===== src/rtl/sync_fifo_ctrl_pkg.sv =====
// sync_fifo_ctrl_pkg
//   Shared constants and helpers for the synchronous FWFT FIFO controller.
//   - OBUF_DEPTH : entries in the output buffer that hides the ram read latency
//   - cnt_width  : width of the occupancy counter (ram + in-flight + buffer)
//   - ptr_next   : ram pointer increment with wrap at the ram depth
package sync_fifo_ctrl_pkg;

  localparam int OBUF_DEPTH = 2;

  function automatic int cnt_width(input int awidth);
    return awidth + 2;
  endfunction

  function automatic int unsigned ptr_next(input int unsigned ptr, input int unsigned depth);
    return (ptr + 1 >= depth) ? 0 : ptr + 1;
  endfunction

endpackage


===== src/rtl/sync_fifo_ctrl_if.sv =====
// sync_fifo_ctrl_if
//   Producer/consumer handshake bundle for the FIFO.
//   master : producer + consumer side (drives wr_valid, wr_data, rd_ready)
//   slave  : FIFO controller side (drives wr_ready, rd_valid, rd_data)
interface sync_fifo_ctrl_if #(
  parameter int DWIDTH = 16
);
  logic              wr_valid;
  logic              wr_ready;
  logic [DWIDTH-1:0] wr_data;
  logic              rd_valid;
  logic              rd_ready;
  logic [DWIDTH-1:0] rd_data;

  modport master (
    output wr_valid, wr_data, rd_ready,
    input  wr_ready, rd_valid, rd_data
  );

  modport slave (
    input  wr_valid, wr_data, rd_ready,
    output wr_ready, rd_valid, rd_data
  );
endinterface


===== src/rtl/sync_fifo_obuf.sv =====
// sync_fifo_obuf
//   Two-entry output buffer in front of the FIFO read port. Words captured
//   from the ram are queued in arrival order; head is the oldest entry.
// Ports
//   clk, rst_n : clock, asynchronous active-low reset
//   cap        : capture cap_data this edge
//   cap_data   : word returned by the ram
//   pop        : consumer takes head this edge
//   out_cnt    : entries held (0..OBUF_DEPTH)
//   head       : oldest entry
module sync_fifo_obuf
  import sync_fifo_ctrl_pkg::*;
#(
  parameter int DWIDTH = 16,
  localparam int OCW   = $clog2(OBUF_DEPTH + 1)
) (
  input  logic              clk,
  input  logic              rst_n,
  input  logic              cap,
  input  logic [DWIDTH-1:0] cap_data,
  input  logic              pop,
  output logic [OCW-1:0]    out_cnt,
  output logic [DWIDTH-1:0] head
);

  logic [DWIDTH-1:0] ent0;
  logic [DWIDTH-1:0] ent1;
  logic [OCW-1:0]    cnt;

  // The controller never captures into a full buffer, and never pops an
  // empty one, so only the reachable combinations are handled.
  always_ff @(posedge clk or negedge rst_n) begin
    if (!rst_n) begin
      ent0 <= '0;
      ent1 <= '0;
      cnt  <= '0;
    end else begin
      case ({cap, pop})
        2'b10: begin
          if (cnt == '0) ent0 <= cap_data;
          else           ent1 <= cap_data;
          cnt <= cnt + OCW'(1);
        end
        2'b01: begin
          ent0 <= ent1;
          cnt  <= cnt - OCW'(1);
        end
        2'b11: begin
          // count unchanged; the new word lands behind whatever remains
          if (cnt == OCW'(1)) begin
            ent0 <= cap_data;
          end else begin
            ent0 <= ent1;
            ent1 <= cap_data;
          end
        end
        default: ;
      endcase
    end
  end

  assign out_cnt = cnt;
  assign head    = ent0;

endmodule


===== src/rtl/sync_fifo_ctrl.sv =====
// sync_fifo_ctrl
//   Turns a 1-read-latency dual-port ram into a first-word-fall-through FIFO.
//   Owns the ram pointers, ram occupancy (mem_cnt), the single outstanding
//   ram read (inflight) and a 2-entry output buffer so streaming reads run
//   at one word per cycle.
// Ports
//   clk, rst_n          : clock, asynchronous active-low reset
//   bus (slave)         : wr_valid/wr_ready/wr_data, rd_valid/rd_ready/rd_data
//   count               : words held (ram + in-flight + output buffer)
//   full, empty         : ram holds DEPTH words / count == 0
//   ram_we/wa/wd/ra     : ram write port and read address
//   ram_rd              : ram read data, one cycle after ram_ra is sampled
//   almost_full         : only with SYNC_FIFO_CTRL_WATERMARK_EN defined;
//                         registered, set when next count >= AFULL_LEVEL
module sync_fifo_ctrl
  import sync_fifo_ctrl_pkg::*;
#(
  parameter int DWIDTH = 16,
  parameter int AWIDTH = 4,
  parameter int DEPTH  = 16
`ifdef SYNC_FIFO_CTRL_WATERMARK_EN
  ,
  parameter int AFULL_LEVEL = DEPTH - 2
`endif
) (
  input  logic              clk,
  input  logic              rst_n,
  sync_fifo_ctrl_if.slave   bus,
  output logic [AWIDTH+1:0] count,
  output logic              full,
  output logic              empty,
`ifdef SYNC_FIFO_CTRL_WATERMARK_EN
  output logic              almost_full,
`endif
  output logic              ram_we,
  output logic [AWIDTH-1:0] ram_wa,
  output logic [DWIDTH-1:0] ram_wd,
  output logic [AWIDTH-1:0] ram_ra,
  input  logic [DWIDTH-1:0] ram_rd
);

  localparam int CW  = cnt_width(AWIDTH);
  localparam int OCW = $clog2(OBUF_DEPTH + 1);

  if (DEPTH != (1 << AWIDTH)) begin : g_depth_chk
    $error("sync_fifo_ctrl: DEPTH must equal 2**AWIDTH");
  end

  logic [AWIDTH-1:0] wptr;
  logic [AWIDTH-1:0] rptr;
  logic [CW-1:0]     mem_cnt;
  logic              inflight;
  logic [OCW-1:0]    out_cnt;
  logic              push;
  logic              pop;
  logic              fetch;
  logic [2:0]        occ_after;

  // full is purely registered state, so rd_ready never reaches wr_ready
  assign full         = (mem_cnt == CW'(DEPTH));
  assign bus.wr_ready = rst_n & ~full;
  assign push         = bus.wr_valid & bus.wr_ready;
  assign pop          = bus.rd_valid & bus.rd_ready;

  // Buffer occupancy once this cycle's pop and the pending capture settle;
  // a new fetch is only issued if its word is guaranteed a slot.
  assign occ_after = 3'(out_cnt) + 3'(inflight) - 3'(pop);
  // mem_cnt is registered, so the slot fetched was written on an earlier
  // edge and never collides with this cycle's ram write.
  assign fetch     = (mem_cnt != '0) && (occ_after < 3'(OBUF_DEPTH));

  assign ram_we = push;
  assign ram_wa = wptr;
  assign ram_wd = bus.wr_data;
  assign ram_ra = rptr;

  always_ff @(posedge clk or negedge rst_n) begin
    if (!rst_n) begin
      wptr     <= '0;
      rptr     <= '0;
      mem_cnt  <= '0;
      inflight <= 1'b0;
    end else begin
      if (push)  wptr <= AWIDTH'(ptr_next(32'(wptr), DEPTH));
      if (fetch) rptr <= AWIDTH'(ptr_next(32'(rptr), DEPTH));
      mem_cnt  <= mem_cnt + CW'(push) - CW'(fetch);
      inflight <= fetch;
    end
  end

  sync_fifo_obuf #(
    .DWIDTH (DWIDTH)
  ) u_obuf (
    .clk      (clk),
    .rst_n    (rst_n),
    .cap      (inflight),
    .cap_data (ram_rd),
    .pop      (pop),
    .out_cnt  (out_cnt),
    .head     (bus.rd_data)
  );

  assign bus.rd_valid = (out_cnt != '0);
  assign count        = mem_cnt + CW'(inflight) + CW'(out_cnt);
  assign empty        = (count == '0);

`ifdef SYNC_FIFO_CTRL_WATERMARK_EN
  // Internal moves (fetch, capture) do not change the total, so the next
  // count depends only on the two handshakes.
  logic [CW-1:0] count_nxt;
  assign count_nxt = count + CW'(push) - CW'(pop);

  always_ff @(posedge clk or negedge rst_n) begin
    if (!rst_n) almost_full <= 1'b0;
    else        almost_full <= (count_nxt >= CW'(AFULL_LEVEL));
  end
`endif

endmodule

===== src/flat_wrapper.sv =====
// flat-port wrapper written by rule: the top's interface ports become plain ports
module sync_fifo_ctrl_flat import sync_fifo_ctrl_pkg::*;
#(
  parameter int DWIDTH = 16,
  parameter int AWIDTH = 4,
  parameter int DEPTH  = 16

)
  (clk, rst_n, count, full, empty, ram_we, ram_wa, ram_wd, ram_ra, ram_rd, bus_wr_valid, bus_wr_data, bus_rd_ready, bus_wr_ready, bus_rd_valid, bus_rd_data);
  sync_fifo_ctrl_if #(.DWIDTH(DWIDTH)) bus_i ();
  input  logic clk;
  input  logic rst_n;
  output logic [AWIDTH+1:0] count;
  output logic full;
  output logic empty;
  output logic ram_we;
  output logic [AWIDTH-1:0] ram_wa;
  output logic [DWIDTH-1:0] ram_wd;
  output logic [AWIDTH-1:0] ram_ra;
  input  logic [DWIDTH-1:0] ram_rd;
  input wire logic [$bits(bus_i.wr_valid)-1:0] bus_wr_valid;
  input wire logic [$bits(bus_i.wr_data)-1:0] bus_wr_data;
  input wire logic [$bits(bus_i.rd_ready)-1:0] bus_rd_ready;
  output wire logic [$bits(bus_i.wr_ready)-1:0] bus_wr_ready;
  output wire logic [$bits(bus_i.rd_valid)-1:0] bus_rd_valid;
  output wire logic [$bits(bus_i.rd_data)-1:0] bus_rd_data;
  assign bus_i.wr_valid = bus_wr_valid;
  assign bus_i.wr_data = bus_wr_data;
  assign bus_i.rd_ready = bus_rd_ready;
  assign bus_wr_ready = bus_i.wr_ready;
  assign bus_rd_valid = bus_i.rd_valid;
  assign bus_rd_data = bus_i.rd_data;
  sync_fifo_ctrl #(.DWIDTH(DWIDTH), .AWIDTH(AWIDTH), .DEPTH(DEPTH)) u_core (.clk(clk), .rst_n(rst_n), .bus(bus_i), .count(count), .full(full), .empty(empty), .ram_we(ram_we), .ram_wa(ram_wa), .ram_wd(ram_wd), .ram_ra(ram_ra), .ram_rd(ram_rd));
endmodule

===== config.mk =====
export PLATFORM = sky130hd
export DESIGN_NAME = sync_fifo_ctrl_flat
export DESIGN_NICKNAME = d
export VERILOG_FILES = /design/src/rtl/sync_fifo_ctrl_pkg.sv /design/src/rtl/sync_fifo_ctrl_if.sv /design/src/rtl/sync_fifo_obuf.sv /design/src/rtl/sync_fifo_ctrl.sv /design/src/flat_wrapper.sv
export SDC_FILE = /design/constraint.sdc
export NUM_CORES = 1
export LEC_CHECK = 0
export BUFFER_PORTS_ARGS = -buffer_cell sky130_fd_sc_hd__buf_2
export CORE_MARGIN = 2
export CORE_UTILIZATION = 51
export DETAILED_ROUTE_END_ITERATION = 12
export PLACE_DENSITY_LB_ADDON = 0.08
export SYNTH_ARGS = -nofsm -noshare
export SYNTH_HDL_FRONTEND = slang
export SYNTH_SLANG_ARGS = --single-unit

===== constraint.sdc =====
create_clock -name clk -period 5.2 [get_ports clk]
set_clock_uncertainty 0.15 [all_clocks]
set_input_delay 0.78 -clock clk [delete_from_list [all_inputs] [get_ports clk]]
set_output_delay 0.78 -clock clk [all_outputs]
set_load 0.03 [all_outputs]

* After elaboration in Yosys (flattened, before gate mapping)
Index checks and enable logic that the tools add are counted.
Word-level totals: input bits 36, logic and storage cells 51, flip-flop bits (word level) 49, output and inout bits 51
Cells by class: reduce and logical (&&, ||, !) cells 10, multiplexer cells 9, eq/ne operators 8, magnitude comparators 3, $add $sub $neg 10, bitwise logic cells 4
Operators by type and width (count):
- 16-bit 2-to-1 mux | 4
- 16-bit case mux with 3 select lines | 1
- 16-bit case mux with 2 select lines | 1
- 6-bit by 1-bit adder with 6-bit output | 2
- 4-bit by 1-bit adder with 5-bit output, second input constant | 2
- 5-bit greater-or-equal comparator, second input constant | 2
- 4-bit 2-to-1 mux | 2
- 6-bit by 2-bit adder with 6-bit output | 1
- 6-bit by 5-bit equality test with 1-bit output, second input constant | 1
- 6-bit logical NOT | 1
- 2-bit != test, second input constant | 3
- 2-bit nonzero test | 3
- 6-bit nonzero test | 1
- 6-bit by 1-bit subtractor with 6-bit output | 1
- 2-bit by 1-bit equality test with 1-bit output, second input constant | 2
- 2-bit equality test, second input constant | 2
- 2-bit case mux with 2 select lines | 1
- 2-bit by 1-bit adder with 3-bit output | 1
- 1-bit bitwise AND | 3
- 3-bit by 2-bit less-than comparator with 1-bit output, second input constant | 1
- 3-bit AND reduction | 1
- 3-bit nonzero test | 1
- 3-bit by 1-bit subtractor with 3-bit output | 1
- 2-bit by 1-bit adder with 2-bit output, second input constant | 1
- other kinds (5) | 5

* Longest topological paths before layout
Gate-level depths: netlist (run 1).
depth after elaboration 6, depth in mapped cells 17, gate-level depth less buffers 17

* Hierarchy
A second synthesis (run 1) with hierarchy kept.
Second synthesis, totals: cell total of the unflattened synthesis 276, area total of the unflattened synthesis 2954.1 sq um
By module, submodules not included:
- sync_fifo_obuf | cells an instance 152, times used 1, seq. area each 850.8 sq um, area each 1687.9 sq um
- sync_fifo_ctrl | cells an instance 124, times used 1, seq. area each 375.4 sq um, area each 1266.2 sq um

* Worst setup path after synthesis (run 1)
No wires, ideal clock.
path type input to register, start point in bus_rd_ready, end point reg u_core.mem_cnt[4], path slack 1.228 ns, data required time 4.971 ns, arrival time 3.743 ns, library setup time 0.079 ns, path buffers 0, stages on the path 15, cells stage by stage nor2b_1 > ha_1 > nand2b_1 > fa_1 > xor2_1 > a311oi_4 > ha_1 > inv_1 > ha_1 > inv_1 > fa_1 > inv_1 > a21oi_1 > o21ai_0 > xor2_1
On the way: cells in the longest elaborated chain, start to end 5
RTL lines:
- from (decl) | RTL line flat_wrapper.sv:23 | input wire logic [$bits(bus_i.rd_ready)-1:0] bus_rd_ready;
- 1-bit bitwise AND | RTL line sync_fifo_ctrl.sv:63 | assign pop = bus.rd_valid & bus.rd_ready;
- 3-bit by 1-bit subtractor with 3-bit output | RTL line sync_fifo_ctrl.sv:67 | assign occ_after = 3'(out_cnt) + 3'(inflight) - 3'(pop);
- 3-bit by 2-bit less-than comparator with 1-bit output | RTL line sync_fifo_ctrl.sv:70 | assign fetch = (mem_cnt != '0) && (occ_after < 3'(OBUF_DEPTH));
- 1-bit logical AND | RTL line sync_fifo_ctrl.sv:70
- via u_core.fetch | RTL line sync_fifo_ctrl.sv:56 | logic fetch;
- 6-bit by 1-bit subtractor with 6-bit output | RTL line sync_fifo_ctrl.sv:86 | mem_cnt <= mem_cnt + CW'(push) - CW'(fetch);
- to (signal assigned) | RTL line sync_fifo_ctrl.sv:86
- to (decl) | RTL line sync_fifo_ctrl.sv:51 | logic [CW-1:0] mem_cnt;
The timed path passes the listed nets, and every way through them passes these cells. A chain may end at the register's enable or synchronous reset.

* Final worst setup path (run 1)
start point reg u_core.u_obuf.cnt[1], in the netlist u_core.u_obuf.out_cnt[1], end point reg u_core.mem_cnt[4]
On the way: cells in the longest elaborated chain, start to end 6, elaborated cells on any way between the ends 7, classes of those cells 3 x add/sub; 1 x order compare; 1 x bitwise; 2 x reduce/logical
RTL lines:
- from (decl) | RTL line sync_fifo_obuf.sv:28 | logic [OCW-1:0] cnt;
- from (signal assigned) | RTL line sync_fifo_obuf.sv:42 | cnt <= cnt + OCW'(1);
- from (signal assigned) | RTL line sync_fifo_obuf.sv:46 | cnt <= cnt - OCW'(1);
- branches (longest 2 deep; another with 2-bit by 1-bit adder with 3-bit output)
- 3-bit by 1-bit subtractor with 3-bit output (*) | RTL line sync_fifo_ctrl.sv:67
- 3-bit by 2-bit less-than comparator with 1-bit output (*) | RTL line sync_fifo_ctrl.sv:70
- 1-bit logical AND (*) | RTL line sync_fifo_ctrl.sv:70
- via u_core.fetch | RTL line sync_fifo_ctrl.sv:56
- 6-bit by 1-bit subtractor with 6-bit output (*) | RTL line sync_fifo_ctrl.sv:86
Mark *: on every way through the listed nets, which the timed path passes.

==> results.sh, run 1 <==
export IMPL_outcome="finished clean"
export IMPL_antenna_found_initial=0
export IMPL_yosys_most_used_dff="dfrtp_1"
export IMPL_critPathMaxStageDelay_ns=0.45
export IMPL_crit_buf_inv=4
export IMPL_cts_resized_gates=0
export IMPL_syn_nets=307
export IMPL_grt_pass1_vias=1869
export IMPL_drc=0
export IMPL_final_cell_mix="54 x buf_2, 49 x dfrtp_1, 24 x inv_1, 22 x nand2_1, 20 x mux2_2"
export IMPL_seq_area_frac_synth_pct=45.2
export IMPL_numCtsBuffers=5
export IMPL_drtIter0Drc=104
export IMPL_place_area_mm2=0.00293
export IMPL_gp_congestion=0.756
export IMPL_cts_buffer_depth=2
export IMPL_worst_pin_slew_ns=0.885
export IMPL_synthCells=248
export IMPL_final_max_slew_viol_count=0
export IMPL_path_delay_family="adder cells"
export IMPL_initial_utilization_pct=53.1
export IMPL_fin_tns_setup_ns=0
export IMPL_totalWireLength_um=4710
export IMPL_period_needed_ns=4.34
export IMPL_synth_edf_count=0
export IMPL_crit_path_top_delay_cell="dfrtp_1"
export IMPL_num_rows=26
export IMPL_globalRouteOverflowTotal=0
export IMPL_ioPinCount=87
export IMPL_relSlewSlack_pct=40.8
export IMPL_finalHoldViolCount=0
export IMPL_cts_setup_buffers=0
export IMPL_final_nets=347
export IMPL_avgRoutedWirePerCell_um=13.1
export IMPL_ys_types=36
export IMPL_criticalPathCategory="reg2reg"
export IMPL_grt_start_max_net_pins=52
export IMPL_holdWs_ns=0.327
export IMPL_synth_seq_cells=49
export IMPL_firstDrtPassIters=4
export IMPL_cts_tree="done"
export IMPL_path_max_fanout=7
export IMPL_rsz0062_at_grt="false"
export IMPL_insertion_delay_ns=0.30
export IMPL_drive_gt1_share_pct=31.5
export IMPL_setup_viol=0
export IMPL_cts_root_buf="clkbuf_8"
export IMPL_arrival_ns=4.43
export IMPL_clkTransAtPathRegs_ns=0.09
export IMPL_syn_area_mm2=0.00271
export IMPL_cp_cell_sequence="inv_1, ha_1, nor2b_1, ha_1, nand2b_1, fa_1, xor2_1, a311oi_4, ha_1, inv_1, ha_1, inv_1, fa_1, inv_1, a21oi_1, o21ai_0, xor2_1"
export IMPL_dp_hpwl_um=3380
export IMPL_via_per_inst=5.03
export IMPL_io_buffers=54
export IMPL_synth_warnings=0
export IMPL_cts_max_level=2
export IMPL_final_common_cell="buf_2"
export IMPL_die_area_mm2=0.00592
export IMPL_period_share_pct=83.5
export IMPL_start_kind="flip-flop"
export IMPL_grt_pass1_wl_um=8480
export IMPL_vias=1807
export IMPL_hp_class="reg2reg"
export IMPL_holdBufCountCts=0
export IMPL_critPathRequiredTime_ns=5.28
export IMPL_coreArea_mm2=0.00511
export IMPL_track_usage_pct=17.7
export IMPL_endpoint_kind="flip-flop"
export IMPL_drtAntennaViolNets=0
export IMPL_chipHeight_um=76.9
export IMPL_cap_viol_max_count=0
export IMPL_fin_area_mm2=0.00304
export IMPL_async_reset_ff_share_pct=100
export IMPL_fmax_mhz=230
export IMPL_die_w_um=76.9
export IMPL_num_antenna_cells=0
export IMPL_avgSynthCellArea_um2=10.9
export IMPL_syn2layout_area_growth_pct=12.1
export IMPL_cts_sinks=49
==> cell families after synthesis <==
| kind of cell | after synthesis | share of synthesized area, % |
|---|---|---|
| AO/OA/AOI/OAI | 56 | 14.2 |
| flip-flops | 49 | 45.2 |
| buffers and inverters | 47 | 9.27 |
| AND/OR/NAND/NOR | 38 | 6.55 |
| adder cells (fa/ha/maj) | 23 | 11.7 |
| multiplexers | 20 | 8.30 |
| XOR/XNOR | 15 | 4.84 |
==> per-stage QoR <==
step	instances	setup slack (ns)	utilization [%]
final	359	0.858	59.6
after global routing	359	0.476	59.6
after CTS	359	0.828	59.6
after detailed placement	351	0.832	57.3
after global placement	351	0.936	57.3
after floorplan	248	1.23	-
==> cell type report <==
class	count	area [µm²]
fillers	487	2070
multi-input cells	152	1240
flip-flops and latches	49	1230
repair buffers	56	285
inverters	24	90.1
well taps	70	87.6
clock buffers	5	68.8
clock inverters	3	43.8
==> synthesized netlist by cell type (4+ instances only) <==
cell type / n / area share, %
mux2_2: 20 / 8.3
o21ai_0: 17 / 3.1
dfrtp_1: 49 / 45
xor2_1: 6 / 1.9
xnor2_1: 9 / 2.9
ha_1: 19 / 8.8
a21oi_1: 7 / 1.3
nand2_1: 22 / 3.0
inv_1: 24 / 3.3
fa_1: 4 / 3.0
a22oi_1: 16 / 4.4
nor2_1: 4 / 0.55
buf_4: 17 / 4.7
==> sequential cells by signal (all words and copies together) (netlist names) <==
| name | cells |
|---|---|
| u_core.u_obuf.head | 16 |
| u_core.inflight | 1 |
| u_core.u_obuf.out_cnt | 2 |
| u_core.u_obuf.ent1 | 16 |
| u_core.ram_wa | 4 |
| u_core.ram_ra | 4 |
| u_core.mem_cnt | 6 |
==> worst register-to-register path, stage by stage (launching register included) <==
cell and delay (ns):
dfrtp_1 0.45, inv_1 0.13, ha_1 0.25, nor2b_1 0.30
ha_1 0.34, nand2b_1 0.17, fa_1 0.37, xor2_1 0.17
a311oi_4 0.44, ha_1 0.30, inv_1 0.05, ha_1 0.17
inv_1 0.06, fa_1 0.40, inv_1 0.07, a21oi_1 0.06
o21ai_0 0.23, xor2_1 0.16
==> per-layer routing <==
| metal | global-route usage [%] | share of wire (%) | vias up |
|---|---|---|---|
| met5 | 0 | 0 | - |
| met4 | 4.00 | 0.53 | 0 |
| met3 | 4.94 | 6.2 | 4 |
| met2 | 31.7 | 50 | 46 |
| met1 | 21.2 | 43 | 848 |
| li1 | - | - | 909 |
==> path summary, 6_finish.rpt <==
kind | start | end | slack (ns) | cells past startpoint
min in group asynchronous | rst_n | u_core.mem_cnt[3] | 0.45 | 2
hold reg to reg | u_core.u_obuf.head[5] | u_core.u_obuf.head[5] | 0.33 | 2
hold / removal | u_core.u_obuf.head[5] | u_core.u_obuf.head[5] | 0.33 | 2
max in group asynchronous | rst_n | u_core.u_obuf.head[2] | 4.01 | 2
setup reg to reg | u_core.u_obuf.out_cnt[1] | u_core.mem_cnt[4] | 0.86 | 17
setup / recovery | u_core.u_obuf.out_cnt[1] | u_core.mem_cnt[4] | 0.86 | 17
Power of run 1 is not shown: default switching activity piles up to over one toggle a cycle in this logic, so the estimate is an artifact.
==> run 2: changes to the inputs <==
--- a/config.mk
+++ b/config.mk
@@ -5,9 +5,10 @@
 export SDC_FILE = /design/constraint.sdc
 export NUM_CORES = 1
 export LEC_CHECK = 0
+export ABC_AREA = 1
 export BUFFER_PORTS_ARGS = -buffer_cell sky130_fd_sc_hd__buf_2
 export CORE_MARGIN = 2
-export CORE_UTILIZATION = 51
+export CORE_UTILIZATION = 47
 export DETAILED_ROUTE_END_ITERATION = 12
 export PLACE_DENSITY_LB_ADDON = 0.08
 export SYNTH_ARGS = -nofsm -noshare
==> constraint.sdc (replaced) <==
create_clock -name clk -period 3.6 [get_ports clk]
set_clock_uncertainty 0.15 [all_clocks]
set_input_delay 0.54 -clock clk [delete_from_list [all_inputs] [get_ports clk]]
set_output_delay 0.54 -clock clk [all_outputs]
set_load 0.03 [all_outputs]
==> run 2 against run 1 <==
Net effect:
- first-iteration DRC count down 21%
- worst setup slack got worse by 0.74 ns
- fmax grew 25%
- clock-buffer cell count stayed put
- hold slack worse by 0.041 ns
- synthesized area is 13% higher
==> results.sh, run 2 <==
export IMPL_drtAntennaViolNets=0
export IMPL_async_reset_ff_share_pct=100
export IMPL_relSlewSlack_pct=56.4
export IMPL_holdBufCountCts=0
export IMPL_ioPinCount=87
export IMPL_setup_viol=0
export IMPL_cts_max_level=2
export IMPL_finalHoldViolCount=0
export IMPL_rsz0062_at_grt="true"
export IMPL_avgSynthCellArea_um2=8.49
export IMPL_critPathRequiredTime_ns=3.69
export IMPL_syn_area_mm2=0.00307
export IMPL_power_density_mw_per_mm2=1160
export IMPL_synthTopCellsByCount="113 x nand2_1, 49 x dfrtp_1, 46 x inv_1, 26 x o21ai_2, 19 x ha_1"
export IMPL_final_cell_mix="113 x nand2_1, 54 x buf_2, 49 x dfrtp_1, 42 x inv_1, 26 x o21ai_2"
export IMPL_hp_class="in2async"
export IMPL_initial_utilization_pct=48.4
export IMPL_cts_root_buf="clkbuf_8"
export IMPL_power_leakage_nw=1.94
export IMPL_start_kind="flip-flop"
export IMPL_globalRouteOverflowTotal=0
export IMPL_path_max_fanout=3
export IMPL_worst_pin_slew_ns=0.654
export IMPL_outcome="finished clean"
export IMPL_grt_start_max_net_pins=51
export IMPL_ys_types=28
export IMPL_arrival_ns=3.58
export IMPL_chipHeight_um=84.9
export IMPL_num_rows=29
export IMPL_synth_warnings=0
export IMPL_synth_area_top_cells="dfrtp_1 40%, nand2_1 14%, ha_1 7.7%"
export IMPL_final_common_cell="nand2_1"
export IMPL_num_antenna_cells=0
export IMPL_drtIter0Drc=82
export IMPL_drc=0
export IMPL_vias=2341
export IMPL_period_needed_ns=3.48
export IMPL_synth_area_leader_cell="dfrtp_1"
export IMPL_cts_tree="done"
export IMPL_drive_gt1_share_pct=35.4
export IMPL_syn2layout_area_growth_pct=15.5
export IMPL_antenna_found_initial=0
export IMPL_cts_sinks=49
export IMPL_endpoint_kind="flip-flop"
export IMPL_gp_congestion=0.785
export IMPL_synth_edf_count=0
export IMPL_syn_nets=421
export IMPL_grt_pass1_vias=2286
export IMPL_synthCells=362
export IMPL_totalWireLength_um=5960
export IMPL_fmax_mhz=287
export IMPL_startpoint="u_core.u_obuf.out_cnt[0]"
export IMPL_seq_area_frac_synth_pct=39.9
export IMPL_r2r_slack_ns=0.12
export IMPL_power_total_mw=4.13
export IMPL_place_area_mm2=0.00334
export IMPL_avgRoutedWirePerCell_um=12.0
export IMPL_reg2reg_to="u_core.mem_cnt[4]"
export IMPL_grt_pass1_wl_um=10300
export IMPL_fin_area_mm2=0.00355
export IMPL_track_usage_pct=17.7
export IMPL_die_w_um=84.9
export IMPL_cts_buffer_depth=2
export IMPL_yosys_most_used_dff="dfrtp_1"
export IMPL_final_max_slew_viol_count=0
export IMPL_firstDrtPassIters=4
export IMPL_cap_viol_max_count=0
export IMPL_numCtsBuffers=5
export IMPL_io_buffers=54
export IMPL_insertion_delay_ns=0.31
export IMPL_period_share_pct=96.7
export IMPL_r2r_cells=21
export IMPL_synth_seq_cells=49
export IMPL_yosysMostFrequentCell="nand2_1"
export IMPL_die_area_mm2=0.00720
export IMPL_r2r_start="u_core.u_obuf.out_cnt[0]"
export IMPL_dp_hpwl_um=4280
export IMPL_criticalPathCategory="reg2reg"
export IMPL_irDropWorstVdd_mv=0.661
export IMPL_final_nets=476
export IMPL_via_per_inst=4.73
export IMPL_synth_top_area_share_pct=39.9
export IMPL_clkTransAtPathRegs_ns=0.09
export IMPL_coreArea_mm2=0.00635
export IMPL_crit_end="u_core.mem_cnt[4]"
## run 2: cell count changes in the layout (fill, tap and decap cells not counted), moves of 5 or more
cell | previous run | this run
nand3_1 | 1 | 14
nand2_1 | 22 | 113
o21ai_2 | 2 | 26
buf_4 | 2 | 17
mux2_2 | 20 | 0
inv_2 | 0 | 8
nand2_2 | 0 | 18
inv_1 | 24 | 42
a22oi_1 | 16 | 0
o21ai_0 | 17 | 10
xor2_1 | 6 | 1
## run 2: per-layer routing
layer / share of wire (%) / vias up / wire [µm] / global-route usage, %
li1: - / 1215 / - / -
met1: 46 / 1081 / 2720 / 22.6
met2: 50 / 38 / 2980 / 31.0
met3: 3.4 / 7 / 204 / 2.63
met4: 0.92 / 0 / 55 / 5.34
met5: 0 / - / 0 / 0
## run 2: critical path: stages (launching register included)
cell,delay (ns)
dfrtp_1,0.40
inv_2,0.10
ha_4,0.17
inv_6,0.04
nand2_8,0.05
inv_4,0.04
ha_4,0.21
or2_4,0.25
fa_1,0.54
nand2_1,0.06
nor2_2,0.11
nand2_2,0.07
inv_2,0.08
ha_4,0.20
inv_2,0.06
ha_4,0.13
inv_2,0.04
fa_2,0.33
nand3b_1,0.18
o211ai_1,0.09
nand2_1,0.06
nand2_1,0.06
## run 2: cell type report
type / instances / area [µm²]
sequential: 49 / 1230
multi-input combinational: 237 / 1510
timing repair buffer: 71 / 398
clock inverter: 3 / 43.8
clock buffer: 5 / 68.8
fill: 610 / 2800
tap: 77 / 96.3
inverter: 53 / 211
## run 2: what timing repair did
item / in CTS / in global routing
setup buffers: 1 / 11
endpoints found under the setup margin: 1 / 1
pin swaps: 0 / 10
resized for setup: 0 / 1
## run 2: worst min path at each step
stage | startpoint | endpoint | slack, ns | cells after the start
floorplan | rst_n | u_core.inflight | 0.09 | 0
global placement | u_core.u_obuf.head[3] | u_core.u_obuf.head[3] | 0.31 | 2
detailed placement | u_core.u_obuf.head[3] | u_core.u_obuf.head[3] | 0.31 | 2
CTS | rst_n | u_core.u_obuf.head[6] | 0.32 | 2
global route | ram_rd[1] | u_core.u_obuf.ent1[1] | 0.33 | 3
finish | rst_n | u_core.u_obuf.head[0] | 0.29 | 2
## run 2: power by group
group | switching (mW) | leakage, nW | internal [mW]
Combinational | 1.63 | 1.27 | 1.05
Sequential | 0.212 | 0.607 | 0.832
Clock | 0.195 | 0.0585 | 0.209
## run 2: cells by family (layout without fill, tap and decap cells)
family | count (synthesis) | in the layout | share of synthesized area [%]
simple gates | 165 | 165 | 24.5
buf+inv | 76 | 132 | 13.1
flops | 49 | 49 | 39.9
compound gates | 43 | 43 | 10.5
fa+ha+maj | 23 | 23 | 10.3
xor+xnor | 6 | 6 | 1.71
## run 2: metrics by stage
| step | setup slack [ns] | TNS, ns | cells | hold WS [ns] | utilization (%) |
|---|---|---|---|---|---|
| 2_1_floorplan | 0.0186 | 0 | 362 | 0.0944 | - |
| 3_3_place_gp | 0.0755 | 0 | 475 | 0.307 | 52.6 |
| 3_5_place_dp | -0.00762 | -0.00762 | 475 | 0.311 | 52.6 |
| 4_1_cts | 0.00328 | 0 | 484 | 0.319 | 54.5 |
| 5_1_grt | -0.0624 | -0.0624 | 495 | 0.335 | 55.9 |
| 6_report | 0.118 | 0 | 495 | 0.286 | 55.9 |
No activity file was read; power rests on OpenSTA's default activity.
